**src/rtl/uart_tx_ser_if.sv**
```systemverilog
// FIFO read-port bundle between the byte FIFO and the UART serialiser.
// master = FIFO side, slave = serialiser side.
interface uart_tx_ser_if;
   logic [7:0] fifo_data_i;
   logic       fifo_empty_i;
   logic       fifo_deq_o;

   modport master (
      output fifo_data_i,
      output fifo_empty_i,
      input  fifo_deq_o
   );

   modport slave (
      input  fifo_data_i,
      input  fifo_empty_i,
      output fifo_deq_o
   );
endinterface

```
**src/rtl/uart_tx_ser.sv**
```systemverilog
// UART TX serialiser: drains the byte FIFO, frames start/8 data/stop.
// Define UART_TX_PARITY_EN to insert a parity bit before the stop bit.
module uart_tx_ser #(
   parameter int DIV_W = 16
) (
   input  logic             clk6x,
   input  logic             resetn,
   uart_tx_ser_if.slave     fifo,
   input  logic [DIV_W-1:0] baud_div_i,
   input  logic             cts_n_i,
   input  logic             parity_odd_i,
   output logic             tx_o,
   output logic             busy_o
);

`ifdef UART_TX_PARITY_EN
   typedef enum logic [2:0] {
      IDLE, START, DATA, PARITY, STOP
   } state_t;
`else
   typedef enum logic [2:0] {
      IDLE, START, DATA, STOP
   } state_t;
`endif

   state_t           state;
   logic [DIV_W-1:0] div_q;
   logic [DIV_W-1:0] cnt;
   logic [7:0]       shreg;
   logic [2:0]       idx;
   logic             bit_end;
   logic             can_start;

`ifdef UART_TX_PARITY_EN
   logic [7:0]       data_q;
   logic             par_bit;
   assign par_bit = (^data_q) ^ parity_odd_i;
`else
   logic             unused_par;
   assign unused_par = parity_odd_i;
`endif

   assign bit_end   = (cnt == '0);
   assign can_start = !fifo.fifo_empty_i && !cts_n_i;

   // Dequeue on a frame-start decision: from IDLE or the last stop clock.
   assign fifo.fifo_deq_o = resetn && can_start &&
                            ((state == IDLE) ||
                             ((state == STOP) && bit_end));

   // Frame sequencer with registered line and busy outputs.
   always_ff @(posedge clk6x or negedge resetn) begin
      if (!resetn) begin
         state  <= IDLE;
         div_q  <= '0;
         cnt    <= '0;
         shreg  <= '0;
         idx    <= '0;
         tx_o   <= 1'b1;
         busy_o <= 1'b0;
`ifdef UART_TX_PARITY_EN
         data_q <= '0;
`endif
      end else if (fifo.fifo_deq_o) begin
         shreg  <= fifo.fifo_data_i;
         div_q  <= baud_div_i;
         cnt    <= baud_div_i;
         idx    <= '0;
         state  <= START;
         tx_o   <= 1'b0;
         busy_o <= 1'b1;
`ifdef UART_TX_PARITY_EN
         data_q <= fifo.fifo_data_i;
`endif
      end else begin
         unique case (state)
            IDLE: begin
               tx_o   <= 1'b1;
               busy_o <= 1'b0;
            end
            START: begin
               if (bit_end) begin
                  cnt   <= div_q;
                  state <= DATA;
                  tx_o  <= shreg[0];
               end else begin
                  cnt <= cnt - DIV_W'(1);
               end
            end
            DATA: begin
               if (bit_end) begin
                  cnt <= div_q;
                  if (idx == 3'd7) begin
`ifdef UART_TX_PARITY_EN
                     state <= PARITY;
                     tx_o  <= par_bit;
`else
                     state <= STOP;
                     tx_o  <= 1'b1;
`endif
                  end else begin
                     idx   <= idx + 3'd1;
                     shreg <= {1'b0, shreg[7:1]};
                     tx_o  <= shreg[1];
                  end
               end else begin
                  cnt <= cnt - DIV_W'(1);
               end
            end
`ifdef UART_TX_PARITY_EN
            PARITY: begin
               if (bit_end) begin
                  cnt   <= div_q;
                  state <= STOP;
                  tx_o  <= 1'b1;
               end else begin
                  cnt  <= cnt - DIV_W'(1);
                  tx_o <= par_bit;
               end
            end
`endif
            STOP: begin
               if (bit_end) begin
                  state  <= IDLE;
                  busy_o <= 1'b0;
                  tx_o   <= 1'b1;
               end else begin
                  cnt <= cnt - DIV_W'(1);
               end
            end
            default: begin
               state  <= IDLE;
               tx_o   <= 1'b1;
               busy_o <= 1'b0;
            end
         endcase
      end
   end

endmodule

```
**src/flat_wrapper.sv**
```systemverilog
// flat-port wrapper written by rule: the top's interface ports become plain ports
module uart_tx_ser_flat 
#(
   parameter int DIV_W = 16
)
  (clk6x, resetn, baud_div_i, cts_n_i, parity_odd_i, tx_o, busy_o, fifo_fifo_data_i, fifo_fifo_empty_i, fifo_fifo_deq_o);
  uart_tx_ser_if fifo_i ();
  input  logic clk6x;
  input  logic resetn;
  input  logic [DIV_W-1:0] baud_div_i;
  input  logic cts_n_i;
  input  logic parity_odd_i;
  output logic tx_o;
  output logic busy_o;
  input wire logic [$bits(fifo_i.fifo_data_i)-1:0] fifo_fifo_data_i;
  input wire logic [$bits(fifo_i.fifo_empty_i)-1:0] fifo_fifo_empty_i;
  output wire logic [$bits(fifo_i.fifo_deq_o)-1:0] fifo_fifo_deq_o;
  assign fifo_i.fifo_data_i = fifo_fifo_data_i;
  assign fifo_i.fifo_empty_i = fifo_fifo_empty_i;
  assign fifo_fifo_deq_o = fifo_i.fifo_deq_o;
  uart_tx_ser #(.DIV_W(DIV_W)) u_core (.clk6x(clk6x), .resetn(resetn), .fifo(fifo_i), .baud_div_i(baud_div_i), .cts_n_i(cts_n_i), .parity_odd_i(parity_odd_i), .tx_o(tx_o), .busy_o(busy_o));
endmodule
```
**config.mk**
```make
export PLATFORM = sky130hd
export DESIGN_NAME = uart_tx_ser_flat
export DESIGN_NICKNAME = d
export VERILOG_FILES = /design/src/rtl/uart_tx_ser_if.sv /design/src/rtl/uart_tx_ser.sv /design/src/flat_wrapper.sv
export SDC_FILE = /design/constraint.sdc
export NUM_CORES = 1
export LEC_CHECK = 0
export CORE_MARGIN = 8
export CORE_UTILIZATION = 52
export DETAILED_ROUTE_END_ITERATION = 12
export GPL_TIMING_DRIVEN = 0
export PLACE_DENSITY = 0.75
export SYNTH_ARGS = -nofsm -noshare
export SYNTH_HDL_FRONTEND = slang
export SYNTH_SLANG_ARGS = --single-unit
```
**constraint.sdc**
```tcl
create_clock -name clk6x -period 2.6 [get_ports clk6x]
set_input_delay 0.52 -clock clk6x [delete_from_list [all_inputs] [get_ports clk6x]]
set_output_delay 0.52 -clock clk6x [all_outputs]
set_load 0.1 [all_outputs]
```
==> results by group, run 1 <==
Worst setup path
  • CP Data Arrival Time: 1980 ps
  • Crit end category: output port
  • CP delay by family, top: simple AND/OR/NAND/NOR gates
  • R2R depth: 7
  • Reg-to-reg critical path endpoint: u_core.cnt[13]
  • Worst path required time: 2080 ps
  • CP peak stage delay: 410 ps
  • Levels on crit path: 9
  • CP cell instances: inv_2 > ha_4 > nor4b_4 > and4_4 > a21oi_2 > nand2b_4 > clkinv_4 > buf_8 > buf_12
  • R2R setup slack: 220 ps
  • Reg2reg start: u_core.cnt[1]
  • Slowest cell on the critical path: dfrtp_1
  • CP startpoint kind: flop
  • Crit path kind: flop to output port
  • Buffer and inverter count on the worst path: 4
  • Crit-path max FO: 4

Detailed routing
  • Routed wire length: 6210 um
  • Antenna Nets Post-Route: 0
  • Via count: 2127
  • Drt via density: 5.57
  • Starting DRT DRC Count: 82
  • DR DRC count: 0
  • WL/cell: 16.3 um
  • DRT Pass-1 Iters: 4

Finish
  • Syn-to-layout area delta: 22.7%
  • Post-Layout Inst Area: 0.00329 mm2
  • Final Non-Filler Cells: 382
  • Final core utilization: 65.2%
  • Diode count: 0
  • Final net count: 348
  • Layout fillers: 425
  • Share of cells above drive strength 1: 12.8%

Timing
  • Slew HR: 35.6%
  • Final Hold Fails: 0
  • Period minus WS final: 2500 ps
  • Clk_skew: 6.22 ps
  • Worst-margin pin slew: 963 ps
  • Final period util: 96.2%
  • Endpoints failing setup: 0
  • Max Fclk: 400 MHz
  • Max-slew violations: 0
  • WHS: 164 ps

Power and ir drop
  • Leakage: 1.29 nW
  • Maximum vdd drop: 0.464 mV
  • Clk pwr share: 13.2%
  • Combinational Power Share: 45.3%
  • Flop pwr share: 41.5%
  • Pint: 1.95 mW
  • Net switching power: 1.31 mW
  • Power density over the cells: 992 mW/mm2
  • Switching share of total power: 40.3%

Global routing
  • Number of global-route vias before repair: 2203
  • First-pass GRT wire length: 10600 um
  • Largest net degree at the start of global routing: 32
  • Total track usage: 17.5%
  • Initial antenna violation count: 0
  • GRT overflow: 0

Clock tree
  • CTS H-tree depth: 2
  • CTS tree: done
  • Num Clock Sinks: 47
  • Clk_lat worst skew: 310 ps
  • TritonCTS Buffers: 5
  • Clock Pin Slew Worst Setup and Hold Paths: 80 ps
  • Deepest clock path buffer count: 2
  • Root buf cell: clkbuf_8
  • Hold Buf Count CTS: 0

Floorplan
  • Rows: 26
  • Core Footprint: 0.00504 mm2
  • Die Footprint: 0.00771 mm2
  • I/O pins: 32
  • Die Ht: 87.8 um
  • DIE WIDTH: 87.8 um
  • Starting Density: 53.2%

Logic synthesis
  • Register area share after synthesis: 43.9%
  • Yosys top cell area share: 43.0%
  • Synthesized netlist cell count: 265
  • Synth Cell Area: 0.00268 mm2
  • Avg Inst Size Synth: 10.1 um2
  • Fraction of registers with async set/reset: 100%
  • Dominant cell type by area after synthesis: dfrtp_1
  • Area contributors post-synth: dfrtp_1 43%, mux2_1 6.3%, mux2i_1 6.0%
  • Synth cell types: 50
  • EDFF count, synth: 0
  • Prevailing post-synth register cell: dfrtp_1
  • Synth Register Bits: 47
  • Post-Syn Nets: 302
  • Synth warnings: 0

Placed design
  • IO buf count: 30
  • GPL Wtd Cong: 0.858
  • Placed Area: 0.00308 mm2
  • Placed insts: 366
  • DP Wirelength: 4500 um

Status
  • Status: completed

Hold path
  • Worst min path class: input pin to async pin

Flow run
  • Max-Cap Viols: 0
-- worst max-delay path by stage --
stage                              from         endpoint  slack [ps]
after global routing      u_core.cnt[1]  fifo_fifo_deq_o          -6
after detailed placement  u_core.cnt[0]  fifo_fifo_deq_o       -1000
after CTS                 u_core.cnt[0]  fifo_fifo_deq_o           7
final                     u_core.cnt[1]  fifo_fifo_deq_o         100
after global placement           resetn  fifo_fifo_deq_o       -2480
after floorplan           u_core.cnt[0]  fifo_fifo_deq_o         210
-- metal layers --
layer  up-vias  routed length [um]  track usage (%)
met3        10                 288             4.32
met2        40                3050             28.1
met4         0                 103             7.19
li1       1052                   -                -
met5         -                   0                0
met1      1025                2770             21.8
-- sequential cells by signal (all words and copies together) (netlist names) --
signal	count
u_core.shreg	8
u_core.tx_o	1
u_core.idx	3
u_core.div_q	16
u_core.busy_o	1
u_core.cnt	16
u_core.state	2
-- area by class of cell --
type	count	area, um2	area share, %
plain buffers	14	81.3	2.47
clock buffers	7	76.3	2.32
clock inverters	1	5.00	0.152
inverters	7	31.3	0.951
multi-input cells	196	1440	43.7
flip-flops and latches	47	1180	35.8
well taps	70	87.6	2.66
repair buffers	40	393	11.9
-- timing repair --
item | in CTS | in global routing
pin swaps | 1 | 0
buffers inserted | 7 | 2
gates resized for setup | 19 | 1
cloned | 0 | 0
endpoints found under the setup margin | 1 | 1
-- cell usage in the layout, fill, tap and decap left out, drive strengths merged, types with 2 or more instances in the layout --
cell type	synthesis	layout
a211oi	6	6
a21oi	16	16
a31o	2	2
a31oi	4	4
and2	6	6
buf	5	16
clkbuf	10	17
clkdlybuf4s50	0	28
clkinv	1	2
dfrtp	46	46
ha	8	8
inv	6	6
mux2	17	17
mux2i	16	16
nand2	19	19
nand2b	2	2
nand3	2	2
nand4	4	4
nor2	20	20
nor2b	2	2
nor3	12	12
nor3b	2	2
nor4	4	4
nor4b	3	3
o211ai	3	3
o21ai	17	17
o22ai	5	5
or3	2	2
xnor2	11	11
-- cells by family (layout without fill, tap and decap cells) --
logic type / after synthesis / in the layout / share of synthesized area (%)
AOI/OAI and AO/OA: 61 / 61 / 14.2
xor gates and xnor gates: 12 / 12 / 3.92
adders and majority gates: 8 / 8 / 3.73
buffers and inverters: 22 / 69 / 4.34
DFF: 47 / 47 / 43.9
muxes: 33 / 33 / 13.1
and+or+nand+nor: 82 / 82 / 16.8
-- cell usage after synthesis, drive strengths merged (2+ instances only) --
master  number
a211oi       6
a21oi       16
a31o         2
a31oi        4
and2         6
buf          5
clkbuf      10
dfrtp       46
ha           8
inv          6
mux2        17
mux2i       16
nand2       19
nand2b       2
nand3        2
nand4        4
nor2        20
nor2b        2
nor3        12
nor3b        2
nor4         4
nor4b        3
o211ai       3
o21ai       17
o22ai        5
or3          2
xnor2       11
-- power groups by stage --
stage / logic (mW) / clock network, mW / registers [mW]
5_1_grt: 1.63 / 0.481 / 1.40
4_1_cts: 1.45 / 0.447 / 1.35
3_3_place_gp: 1.29 / 0 / 1.33
6_report: 1.48 / 0.430 / 1.35
2_1_floorplan: 0.954 / 0 / 1.38
3_5_place_dp: 1.35 / 0 / 1.35
-- stage by stage --
step                TNS [ps]  power [mW]  setup WS [ps]
CTS                        0        3.24           6.66
global placement      -79100        2.62          -2480
global route           -6.10        3.50          -6.10
finish                     0        3.26           97.7
detailed placement      -996        2.70           -996
floorplan                  0        2.34            214
(Power assumes the default switching activity.)
==> run 2, diff against run 1 <==
--- a/config.mk
+++ b/config.mk
@@ -9,6 +9,7 @@
 export CORE_UTILIZATION = 52
 export DETAILED_ROUTE_END_ITERATION = 12
 export GPL_TIMING_DRIVEN = 0
+export HOLD_SLACK_MARGIN = 0.12
 export PLACE_DENSITY = 0.75
 export SYNTH_ARGS = -nofsm -noshare
 export SYNTH_HDL_FRONTEND = slang
==> results of run 2 <==
No change in the layout: final DEF, timing and power equal those of run 1.
==> run 3, diff against run 2 <==
--- a/config.mk
+++ b/config.mk
@@ -5,11 +5,11 @@
 export SDC_FILE = /design/constraint.sdc
 export NUM_CORES = 1
 export LEC_CHECK = 0
-export CORE_MARGIN = 8
+export CORE_MARGIN = 2
 export CORE_UTILIZATION = 52
 export DETAILED_ROUTE_END_ITERATION = 12
 export GPL_TIMING_DRIVEN = 0
-export HOLD_SLACK_MARGIN = 0.12
+export HOLD_SLACK_MARGIN = 0.08
 export PLACE_DENSITY = 0.75
 export SYNTH_ARGS = -nofsm -noshare
 export SYNTH_HDL_FRONTEND = slang
==> run 3 against run 2 <==
Clock power is 31% higher. Global-route usage is 5.3 points higher. Sequential power hardly changed. Non-clock buffer count stayed put. Cell count stayed put. Flip-flop and latch count stayed put. Total power is 3.6% higher. Combinational power hardly changed. Via count is 2.2% higher. Register-to-register slack better by 60 ps. Critical endpoint is now tx_o.
==> results by group, run 3 (synthesis gave the netlist of run 1 again) <==
Floorplan
  • Rows: 26
  • Die Ht: 75.8 um
  • DIE WIDTH: 75.8 um
  • Die Footprint: 0.00574 mm2
  • Core Footprint: 0.00504 mm2
  • Starting Density: 53.2%
  • I/O pins: 32

Timing
  • Final Hold Fails: 0
  • Endpoints failing setup: 0
  • Worst-margin pin slew: 961 ps
  • Final period util: 95.6%
  • Max-slew violations: 0
  • Clk_skew: 4.93 ps
  • Unrepaired setup endpoints after global routing: false
  • Max Fclk: 402 MHz
  • Slew HR: 35.7%
  • WHS: 157 ps
  • Period minus WS final: 2490 ps

Clock tree
  • Clock Pin Slew Worst Setup and Hold Paths: 90 ps
  • Clk_lat worst skew: 310 ps
  • CTS tree: done
  • Root buf cell: clkbuf_8
  • Deepest clock path buffer count: 2
  • TritonCTS Buffers: 5
  • CTS H-tree depth: 2
  • Num Clock Sinks: 47
  • Hold Buf Count CTS: 0

Global routing
  • Largest net degree at the start of global routing: 32
  • First-pass GRT wire length: 9740 um
  • Initial antenna violation count: 0
  • GRT overflow: 0
  • Total track usage: 22.8%
  • Number of global-route vias before repair: 2028

Worst setup path
  • CP cell instances: clkdlybuf4s50_1
  • CP delay by family, top: buffers and inverters
  • Crit-path max FO: 2
  • Crit end category: output port
  • CP peak stage delay: 1120 ps
  • Crit path kind: flop to output port
  • CP Data Arrival Time: 1970 ps
  • Slowest cell on the critical path: clkdlybuf4s50_1
  • CP startpoint kind: flop
  • Worst path required time: 2080 ps
  • Buffer and inverter count on the worst path: 1

Detailed routing
  • Starting DRT DRC Count: 104
  • Drt via density: 5.69
  • Via count: 2173
  • Antenna Nets Post-Route: 0
  • WL/cell: 15.6 um
  • DR DRC count: 0
  • Routed wire length: 5970 um
  • DRT Pass-1 Iters: 4

Finish
  • Most frequent cells in the layout: 46 x dfrtp_1, 28 x clkdlybuf4s50_1, 20 x nor2_1
  • Commonest non-fill, non-tap cell in the layout: dfrtp_1
  • Share of cells above drive strength 1: 13.5%
  • Syn-to-layout area delta: 24.0%
  • Final net count: 348
  • Layout fillers: 412
  • Final core utilization: 65.9%
  • Diode count: 0
  • Regs by FF count: u_core.cnt: 16 flops, u_core.div_q: 16 flops, u_core.shreg: 8 flops

Power and ir drop
  • Power density over the cells: 1020 mW/mm2
  • Maximum vdd drop: 0.454 mV
  • Leakage: 1.31 nW

Placed design
  • DP Wirelength: 4290 um
  • GPL Wtd Cong: 0.869
  • IO buf count: 30

Flow run
  • Max-Cap Viols: 0

Status
  • Status: completed

Hold path
  • Worst min path class: input pin to async pin
==> run 3: cell count changes in the layout (fill, tap and decap cells not counted), sizes merged <==
| cell | previous run | this run |
|---|---|---|
| clkbuf | 17 | 16 |
| bufinv | 0 | 1 |
==> run 3: path summary, 6_finish.rpt <==
path                            startpoint               to  slack, ps  depth (start not counted)
max                            u_core.tx_o             tx_o        110                          1
min                                 resetn   u_core.cnt[12]        160                          1
max reg2reg                  u_core.cnt[5]   u_core.cnt[15]        280                          7
min reg2reg                u_core.div_q[9]  u_core.div_q[9]        490                          1
max in group asynchronous           resetn      u_core.tx_o       1860                          2
min in group clk6x         u_core.div_q[9]  u_core.div_q[9]        490                          1
==> run 3: metrics by stage <==
stage                     setup slack, ps  cell area [um2]  setup TNS (ps)  std cells  total power, mW
after floorplan                       214             2680               0        265             2.34
after global placement              -2470             3070          -78870        365             2.62
after detailed placement            -1010             3080           -1010        366             2.69
after CTS                            22.0             3300               0        380             3.36
after global routing                 17.5             3320               0        382             3.63
final                                 115             3320               0        382             3.38
==> run 3: per-layer routing <==
layer	GRT usage, %	vias to the layer above	share of wire [%]
li1	-	1044	-
met1	31.2	1064	45
met2	35.1	54	48
met3	5.29	11	5.4
met4	8.77	0	1.6
met5	0	-	0
==> run 3: final cells by class <==
| class | count | area, um2 | area share, % |
|---|---|---|---|
| Inverter | 7 | 31.3 | 0.941 |
| Clock buffer | 6 | 82.6 | 2.48 |
| Buffer | 14 | 81.3 | 2.45 |
| Clock inverter | 2 | 35.0 | 1.05 |
| Sequential cell | 47 | 1180 | 35.4 |
| Multi-Input combinational cell | 196 | 1440 | 43.2 |
| Tap cell | 70 | 87.6 | 2.63 |
| Timing Repair Buffer | 40 | 393 | 11.8 |
==> run 3: power by group <==
group | switching, mW | internal (mW)
sequential | 0.279 | 1.07
clock | 0.251 | 0.311
combinational | 0.786 | 0.681
==> run 3: what timing repair did <==
action | 4_1_cts | 5_1_grt
setup buffers | 7 | 2
gates resized for setup | 19 | 1
hold endpoints to repair | 0 | 0
pin swaps | 1 | 0
endpoints found under the setup margin | 1 | 1
